`config.mk`:
```
export PLATFORM = sky130hd
export DESIGN_NAME = qeciphy_pbus_responder
export DESIGN_NICKNAME = d
export VERILOG_FILES = /design/src/rtl/qeciphy_pbus_pkg.sv /design/src/rtl/qeciphy_pbus_timer.sv /design/src/rtl/qeciphy_pbus_responder.sv
export SDC_FILE = /design/constraint.sdc
export NUM_CORES = 1
export LEC_CHECK = 0
export CAP_MARGIN = 20
export CELL_PAD_IN_SITES_DETAIL_PLACEMENT = 1
export CELL_PAD_IN_SITES_GLOBAL_PLACEMENT = 1
export CORE_MARGIN = 2
export CORE_UTILIZATION = 47
export CTS_BUF_LIST = sky130_fd_sc_hd__clkbuf_8
export DETAILED_ROUTE_END_ITERATION = 6
export HOLD_SLACK_MARGIN = 0.03
export PLACE_DENSITY = 0.88
export SLEW_MARGIN = 20
export SYNTH_ARGS = -nofsm -noshare
export SYNTH_HDL_FRONTEND = slang
export SYNTH_SLANG_ARGS = --single-unit
```
`constraint.sdc`:
```
create_clock -name clk -period 6.2 [get_ports clk]
set_clock_uncertainty 0.15 [all_clocks]
set_input_delay 1.24 -clock clk [delete_from_list [all_inputs] [get_ports clk]]
set_output_delay 1.24 -clock clk [all_outputs]
set_load 0.01 [all_outputs]
```
`src/rtl/qeciphy_pbus_pkg.sv`:
```
// qeciphy_pbus_pkg: shared FSM state type, power-state constants and counter sizing for the P-channel responder
package qeciphy_pbus_pkg;
  typedef enum logic [2:0] {
    ON_STABLE,
    QUIESCE,
    OFF_ACCEPT,
    OFF_STABLE,
    PWRUP,
    ON_ACCEPT,
    NOP_ACCEPT
  } pbus_state_e;
  localparam logic PSTATE_ON = 1'b1;
  localparam logic PSTATE_OFF = 1'b0;
  function automatic int cnt_w(input int a, input int b);
    return $clog2((a > b ? a : b) + 1);
  endfunction
endpackage

```
`src/rtl/qeciphy_pbus_timer.sv`:
```
// qeciphy_pbus_timer: loadable saturating down-counter with a done flag at zero
module qeciphy_pbus_timer #(
  parameter int W = 5
) (
  input  logic         clk,
  input  logic         rst,
  input  logic         load,
  input  logic         en,
  input  logic [W-1:0] load_val,
  output logic         done
);
  logic [W-1:0] cnt;
  always_ff @(posedge clk) begin
    if (rst) cnt <= '0;
    else if (load) cnt <= load_val;
    else if (en && cnt != '0) cnt <= cnt - 1'b1;
  end
  assign done = cnt == '0;
endmodule

```
`src/rtl/qeciphy_pbus_responder.sv`:
```
// qeciphy_pbus_responder: device-side P-channel responder sequencing quiesce before power-down and settle before power-up
module qeciphy_pbus_responder
  import qeciphy_pbus_pkg::*;
#(
  parameter int   PWRUP_CYCLES    = 16,
  parameter int   QUIESCE_TIMEOUT = 1024,
  parameter logic RESET_PSTATE    = 1'b0
) (
  input  logic clk,
  input  logic rst,
  input  logic preq,
  input  logic pstate,
  output logic paccept,
  output logic pactive,
  input  logic wake_req,
  input  logic busy,
  output logic quiesce_req,
  input  logic quiesce_ack,
  output logic power_en,
  output logic cur_pstate,
  output logic quiesce_timeout_evt,
  output logic proto_err
);
  localparam int W = cnt_w(PWRUP_CYCLES, QUIESCE_TIMEOUT);
  localparam logic [W-1:0] PWR_LD = W'(PWRUP_CYCLES - 1);
  localparam logic [W-1:0] QSC_LD = W'(QUIESCE_TIMEOUT == 0 ? 0 : QUIESCE_TIMEOUT - 1);
  pbus_state_e state;
  logic ack_q, stable, t_load, t_en, t_done, early_err, ack_err;
  logic [W-1:0] t_val;
  always_comb begin
    stable = state == ON_STABLE || state == OFF_STABLE;
    t_load = stable && preq && pstate != cur_pstate;
    t_val = pstate ? PWR_LD : QSC_LD;
    t_en = state == QUIESCE || state == PWRUP;
    early_err = t_en && (!preq || pstate != (state == PWRUP ? PSTATE_ON : PSTATE_OFF));
    ack_err = quiesce_ack && !ack_q && state != QUIESCE;
  end
  qeciphy_pbus_timer #(.W(W)) u_timer (
    .clk(clk),
    .rst(rst),
    .load(t_load),
    .en(t_en),
    .load_val(t_val),
    .done(t_done)
  );
  always_ff @(posedge clk) begin
    if (rst) begin
      state <= RESET_PSTATE ? ON_STABLE : OFF_STABLE;
      power_en <= RESET_PSTATE;
      cur_pstate <= RESET_PSTATE;
      paccept <= 1'b0;
      quiesce_req <= 1'b0;
      pactive <= 1'b0;
      quiesce_timeout_evt <= 1'b0;
      proto_err <= 1'b0;
      ack_q <= 1'b0;
    end else begin
      pactive <= wake_req | busy;
      ack_q <= quiesce_ack;
      quiesce_timeout_evt <= 1'b0;
      if (early_err || ack_err) proto_err <= 1'b1;
      case (state)
        ON_STABLE, OFF_STABLE: if (preq) begin
          if (pstate == cur_pstate) begin
            state <= NOP_ACCEPT;
            paccept <= 1'b1;
          end else if (pstate == PSTATE_ON) begin
            state <= PWRUP;
            power_en <= 1'b1;
          end else begin
            state <= QUIESCE;
            quiesce_req <= 1'b1;
          end
        end
        QUIESCE: if (quiesce_ack || (QUIESCE_TIMEOUT != 0 && t_done)) begin
          state <= OFF_ACCEPT;
          quiesce_req <= 1'b0;
          power_en <= 1'b0;
          cur_pstate <= PSTATE_OFF;
          paccept <= 1'b1;
          quiesce_timeout_evt <= !quiesce_ack;
        end
        PWRUP: if (t_done) begin
          state <= ON_ACCEPT;
          cur_pstate <= PSTATE_ON;
          paccept <= 1'b1;
        end
        default: if (!preq) begin
          state <= cur_pstate ? ON_STABLE : OFF_STABLE;
          paccept <= 1'b0;
        end
      endcase
    end
  end
endmodule

```
==> results.md, run 1 <==
Run status:
- The run finished with clean final reports.

Power:
- Internal power comes to ~450 uW.
- The switching share of total power is a little under half.
- The combinational power share is 54.9%.
- The ratio of total power to cell area is 575 mW/mm^2.
- The sequential group share of total power is 32.4%.
- The net switching power figure is ~400 uW.
- The worst IR drop on VDD is roughly 0.4 mV.
- The clock group share of total power is about 13%.
- Summed over all cells, the static leakage comes to 0.000539 uW.

Floorplanning:
- Once the floorplan was initialized, standard cells occupied about half of the core.
- The die span in x is 56.2 um.
- The number of I/O pins is 14.
- The full die area is around 0.0032 sq mm.
- Measured along the y axis, the die boundary spans roughly 56 um.
- The total area inside the core boundary comes to 0.00252 sq mm.
- The floorplan has 18 rows.

Route:
- Across all layers, the routed design uses roughly 1.2k vias.
- For this run, design rule violations remaining after detail routing come to 0.
- The first TritonRoute pass finished after 4 iterations.
- For this block, the initial DRC count from the detailed router was 61.
- Dividing the detail-routed wire length by the instance count gives about 18 um.
- The antenna violation net count after detailed routing is 0.
- The via density per instance is ~6.
- After detailed routing, the total wire length is 3390 um.

Yosys:
- In the synthesized netlist the async set-or-reset flop fraction comes to 0%.
- Yosys printed 0 warnings.
- For this run, the leading register cell type out of synthesis is dfxtp_1.
- After technology mapping, the gate count stands at between 150 and 200.
- The number of synthesized flops with an enable pin is 0.
- The sequential-to-total area share from yosys stat is 34.3%.
- The post-synthesis net count is between 150 and 200.
- The synthesized area is approximately 0.0013 sq mm.
- Synthesis instantiated 47 different standard cells from the library.
- After synthesis the netlist holds a flip-flop and latch count of 22.
- Averaged over all synthesized cells, the footprint is between 8 and 9 sq um.

Global routing:
- The wire length of the first global-routing pass is a little under 6000 um.
- In the global route stage, overall resource usage came out at a little under a quarter.
- The number of antenna violations at the first check in global routing is 0.
- The via count of the first global-routing pass is about 1.3k.
- Global routing finished with a remaining overflow of 0.
- Entering global routing, the biggest net connects 22 pins.

Min path:
- Counting instances, the worst hold path has a depth of 2.
- The worst hold path class is reg -> reg.

Finish:
- The area growth from synthesis to layout is 14.4%.
- The core occupancy in the finished layout is 58.2%.
- For this run, the post-layout net count is between 150 and 200.
- The library cell used most frequently in the layout, excluding fill and tap cells, is dfxtp_1.
- The number of flip-flops under the largest register name is 11.
- The register with the most flip-flops in the final layout is u_timer.cnt.
- The post-route netlist has a little over 6% of its cells at a drive strength greater than 1.
- The largest registers in the layout are u_timer.cnt: 11 flops, state: 3 flops.
- Excluding fillers, the count of instances in the completed layout stands at ~190.
- The library cells used most frequently in the layout, excluding fill and tap cells, are dfxtp_1 (22), a21oi_1 (15), clkdlybuf4s50_1 (13).
- The number of diodes is 0.
- The total non-filler cell area in the finished layout is between 0.001 and 0.0015 sq mm.

STA:
- The shortest period the worst path allows is roughly 3.5 ns.
- The final count of negative-setup-slack endpoints is 0.
- In this run the tightest slew margin relative to its limit is 44.2%.
- Setup repair after global routing left no endpoint under its margin.
- Static timing analysis puts the maximum clock frequency at about 0.28 GHz.
- The total negative setup slack is 0 ns.
- Of the available clock period, the critical path in the final layout requires 56.9%.
- The final hold violation count is 0.
- The number of pins with negative max-slew slack in the final report is 0.
- The tightest hold path in the finished design has a slack of approximately 0.32 ns.
- For the pin with the worst max-slew slack, the measured transition is 0.825 ns.

Placed design:
- The number of port buffers is 13.
- The area of placed instances is around 0.0014 sq mm.
- The placer's final routability congestion estimate is ~0.76.
- The number of placed instances with taps included is 187.
- The placed wire-length estimate is 2400 um.

CTS:
- The post-cts hold buffer count is 0.
- TritonCTS built the clock tree.
- The clock transition at the register clock pins on the worst setup and hold paths after CTS is 0.09 ns.
- The total of cells resized after clock tree synthesis is 0.
- The sink count of the clock tree is 22.
- The later pin in the worst-skew pair is clocked with a latency of about 0.27 ns.
- In this run the deepest clock path goes through 2 buffers.
- Counting the buffers created by CTS gives 3.
- The root buffer cell chosen for the clock tree is clkbuf_8.
- The total setup buffers inserted after CTS is 0.
- The number of levels the H-tree was split into is 1.

Setup path:
- The path type of the worst setup path is in -> reg.
- On the critical path, the stage with the largest delay is an instance of or4b_1.
- Among cell families on the critical path, the largest total delay comes from simple AND/OR/NAND/NOR gates.
- For this run, the slowest stage of the critical path takes 0.73 ns.
- The arrival time of the worst setup path is around 3.5 ns.
- The critical path contains buffers and inverters numbering 2 combined.
- The kind of start point of the critical path is an input port.
- The required time at the worst-slack endpoint is between 6 and 7 ns.
- For the worst flop-to-flop path, the logic depth is 5.
- The setup slack on the worst flop-to-flop path is ~3.6 ns.
- The highest fanout seen on the critical path is 11.
- STA classifies the critical path endpoint as a register.
- The critical path goes through clkdlybuf4s50_1 -> inv_1 -> ha_1 -> or4b_1 -> and3_1 -> o22ai_1 -> a21oi_1.
- Counting buffers and inverters, the worst setup path is 7 cells deep.

Flow run:
- Max-cap violations in this run came to 0.
-- Yosys cell counts, types with 2 or more instances --
cell,instances,area share (%)
dfxtp_1,22,34
a21oi_1,15,5.9
nor2_1,12,3.5
nand2_1,9,2.6
inv_1,7,2.0
xor2_1,7,4.8
nor3_1,6,2.3
clkbuf_1,5,1.5
a31oi_1,4,2.0
ha_1,4,3.9
nand4_1,4,2.0
nor2b_1,4,2.0
o21ai_0,4,1.6
nand2b_1,3,1.5
nand3b_1,3,1.8
nor4b_1,3,2.0
or3_1,3,1.5
a211oi_1,2,1.2
a21o_1,2,1.2
buf_1,2,0.59
nand3_1,2,0.78
o21ai_1,2,0.78
or4_4,2,1.8
or4b_1,2,1.6
-- routing by layer --
| layer | up-vias | share of wire (%) | GRT usage, % |
|---|---|---|---|
| met5 | - | 0 | 0 |
| met4 | 0 | 0.29 | 5.44 |
| met3 | 2 | 2.8 | 4.42 |
| met2 | 17 | 53 | 41.2 |
| met1 | 579 | 44 | 29.3 |
| li1 | 582 | - | - |
-- final timing paths --
check / startpoint / end
setup / recovery: pstate / u_timer.cnt[6]
hold / removal: power_en / power_en
setup reg to reg: state[0] / u_timer.cnt[4]
hold reg to reg: power_en / power_en
-- cell type report --
type	instances	area, sq um
Multi-Input combinational cell	115	778
Timing Repair Buffer	13	130
Sequential cell	22	440
Clock buffer	4	55.1
Tap cell	30	37.5
Inverter	7	26.3
Fill cell	310	1050
-- power by group through the flow --
| stage | Combinational (uW) | Sequential, uW | Clock, uW |
|---|---|---|---|
| 5_1_grt | 521 | 286 | 114 |
| 3_5_place_dp | 462 | 275 | 0 |
| 2_1_floorplan | 395 | 235 | 0 |
| 6_report | 463 | 274 | 107 |
| 4_1_cts | 468 | 273 | 109 |
| 3_3_place_gp | 442 | 267 | 0 |
-- worst reg2reg max path: stages (launching register included) --
cell	delay, ns
dfxtp_1	0.60
nand2b_1	0.27
a21oi_1	0.60
nand3_1	0.26
or4_1	0.45
a31oi_1	0.17
-- stage by stage --
| step | worst slack, ns | power, uW |
|---|---|---|
| 3_5_place_dp | 2.43 | 737 |
| 2_1_floorplan | 3.29 | 631 |
| 4_1_cts | 2.71 | 849 |
| 6_report | 2.67 | 844 |
| 5_1_grt | 2.54 | 921 |
| 3_3_place_gp | 2.49 | 709 |
-- cell families (layout without fill, tap and decap cells) --
group / count (synthesis) / count (layout) / synth area share [%]
simple gates: 60 / 60 / 27.9
compound gates: 42 / 42 / 22.4
flops: 22 / 22 / 34.3
buf+inv: 15 / 24 / 4.98
xor+xnor: 7 / 7 / 4.78
fa+ha+maj: 5 / 5 / 4.68
mux: 1 / 1 / 0.878
Note: power is estimated with default switching activity, not from simulation.
==> inputs of run 2 (changes only) <==
--- a/config.mk
+++ b/config.mk
@@ -9,11 +9,11 @@
 export CELL_PAD_IN_SITES_DETAIL_PLACEMENT = 1
 export CELL_PAD_IN_SITES_GLOBAL_PLACEMENT = 1
 export CORE_MARGIN = 2
-export CORE_UTILIZATION = 47
+export CORE_UTILIZATION = 39
 export CTS_BUF_LIST = sky130_fd_sc_hd__clkbuf_8
 export DETAILED_ROUTE_END_ITERATION = 6
 export HOLD_SLACK_MARGIN = 0.03
-export PLACE_DENSITY = 0.88
+export PLACE_DENSITY = 0.78
 export SLEW_MARGIN = 20
 export SYNTH_ARGS = -nofsm -noshare
 export SYNTH_HDL_FRONTEND = slang
==> constraint.sdc (replaced) <==
create_clock -name clk -period 3.15 [get_ports clk]
set_clock_uncertainty 0.15 [all_clocks]
set_input_delay 0.63 -clock clk [delete_from_list [all_inputs] [get_ports clk]]
set_output_delay 0.63 -clock clk [all_outputs]
set_load 0.01 [all_outputs]
==> run 2 against run 1 <==
Effect of this change:
- worst setup slack worse by 2.2 ns
- die area increased by 19%
- largest cell class unchanged
- utilization shrank 8.1 points
==> results.md, run 2 (synthesized netlist as in run 1, its figures left out) <==
Run status:
- The flow ran to the end, and the final reports show no timing, DRC or antenna violations.

Route:
- The total met2 wirelength after detailed routing is 1590 um.
- Using the TritonRoute via totals, the vias-per-cell ratio works out to between 5 and 6.
- The number of optimization iterations in the first detailed-route pass is 4.
- The detailed router put a total of 1530 um of wire on met1.
- The average wire per standard cell is roughly 15 um.
- The count of nets left with antenna violations once routing finished came out at 0.
- The number of vias after detailed routing is about 1.2k.
- The routed design has 3270 um of wire.
- In this run, the number of DRC markers left after iteration 0 of detailed routing was 38.
- After detailed routing, the met3 layer carries around 120 um of wire.
- The highest layer touched by signal routing is met4.
- For this run, design rule violations remaining after detail routing come to 0.

Floorplanning:
- The row count is 20.
- The total area inside the core boundary comes to just over 0.003 sq mm.
- The floorplan step defined a die boundary enclosing 0.00376 sq mm.
- The number of I/O pins is 14.
- The die is just over 60 um wide.
- The chip height is 61.3 um.
- For this configuration, the core starts out at a cell density of just over 40%.

CTS:
- The number of setup buffers added after CTS is 0.
- For this design, the CTS-stage hold fixing added 0 buffers.
- The root buffer cell is clkbuf_8.
- The number of buffers created by CTS is 3.
- After clock tree synthesis, the clock-pin slew on the worst setup and hold paths is ~0.090 ns.
- The TritonCTS clock tree is built.
- The buffer depth of the longest clock path is 2.
- Clock latency on the worst-skew pair, taken at its later pin, is 0.27 ns.
- The total of cells resized after clock tree synthesis is 0.
- For this design, the sink count on the clock tree is 22.
- In this run the number of H-tree levels came out at 1.

STA:
- Based on the critical path, the design can be clocked at up to roughly 0.38 GHz.
- The final hold violation count was 0.
- Setup total negative slack on the finished layout was measured at 0 ns.
- The number of pins with negative max-slew slack in the final report is 0.
- Setup violations remaining at the end of the flow were counted as 0.
- Of the available clock period, the critical path in the final layout requires approximately 84%.
- Setup repair after global routing left no endpoint under its margin.
- At the pin with the least slew margin, the transition time is ~0.56 ns.
- In this run the tightest slew margin relative to its limit is a little over three fifths.
- Counting I/O delays and the setup requirement, the final critical path takes 2.66 ns.

Power:
- For this design the ratio of total power to cell area is about 1100 mW/mm^2.
- Summed over all cells, the static leakage comes to slightly below 0.0006 uW.
- IR analysis of the VDD net gives a maximum drop of 0.389 mV.

Finish:
- The finished cells cover between 0.0015 and 0.002 sq mm.
- The library cell used most frequently in the layout, excluding fill and tap cells, is dfxtp_1.
- u_timer.cnt holds more flip-flops than any other register.
- The number of flip-flops under the largest register name is 11.
- In the final layout, the registers with the most flip-flops are u_timer.cnt: 11 flops, state: 3 flops.
- Leaving out fill and tap cells, the most frequent cells in the layout are dfxtp_1 (22), a21oi_1 (15), clkdlybuf4s50_1 (13).
- The final-stage net count is 180.
- The growth of design area from synthesis to finish is 21.2%.
- The number of diodes is 0.
- In the final layout, the share of cells above drive strength 1 is approximately a tenth.

Global routing:
- The number of antenna violations at the first check in global routing is 0.
- Entering global routing, the biggest net connects 19 pins.
- The wire length of the first global-routing pass is around 5500 um.
- The total congestion overflow after global routing is 0.
- The global-route usage over all layers is 19.8%.
- The via count of the first global-routing pass is about 1.2k.

Min path:
- The worst hold path class is reg -> reg.

Placed design:
- Summed over all nets, the half-perimeter wirelength after detailed placement is 2390 um.
- The placer's final routability congestion estimate is between 0.7 and 0.8.
- The number of port buffers is 13.
- The area of placed instances is 0.00148 sq mm.

Setup path:
- The kind of start point of the critical path is an input port.
- The highest fanout seen on the critical path is 8.
- The path type of the worst setup path is in -> reg.
- Data arrives at the worst endpoint at 2.67 ns.
- The nature of the critical path endpoint is a register.
- STA puts the critical path data required time at 3.16 ns.

Flow run:
- Max-cap violations in this run came to 0.
[run 2: critical path: stages]
cell and delay, ns:
clkdlybuf4s50_1 0.56, inv_1 0.10, ha_1 0.31, or4b_1 0.64
and3_1 0.23, o22ai_1 0.12, a21oi_1 0.08
[run 2: worst paths after layout]
| check | startpoint | end | slack, ns | cells after the start |
|---|---|---|---|---|
| setup / recovery | pstate | u_timer.cnt[6] | 0.49 | 7 |
| setup reg to reg | u_timer.cnt[2] | paccept | 0.53 | 5 |
| hold reg to reg | power_en | power_en | 0.33 | 2 |
| hold / removal | power_en | power_en | 0.33 | 2 |
[run 2: final cells by class]
cell class                      count  area, sq um
Fill cell                         400         1550
Tap cell                           44         55.1
Clock buffer                        3         41.3
Multi-Input combinational cell    115          778
Clock inverter                      1         30.0
Sequential cell                    22          440
Timing Repair Buffer               20          183
Inverter                            7         26.3
[run 2: stage by stage]
step / util (%) / setup slack (ns) / hold WS, ns / instances / power (uW)
3_3_place_gp: 47.8 / 0.247 / 0.311 / 208 / 1440
5_1_grt: 50.1 / 0.361 / 0.339 / 212 / 1900
2_1_floorplan: - / 0.825 / 0.317 / 152 / 1240
6_report: 50.1 / 0.489 / 0.327 / 212 / 1750
4_1_cts: 50.1 / 0.469 / 0.331 / 212 / 1760
3_5_place_dp: 47.8 / 0.177 / 0.318 / 208 / 1470
[run 2: power by group]
group / internal (uW) / switching [uW]
registers: 379 / 150
logic: 429 / 523
clock network: 170 / 103
[run 2: metal layers]
| layer | track usage (%) | vias to the layer above |
|---|---|---|
| li1 | - | 596 |
| met1 | 26.3 | 606 |
| met2 | 33.7 | 32 |
| met3 | 2.10 | 5 |
| met4 | 6.38 | 0 |
| met5 | 0 | - |
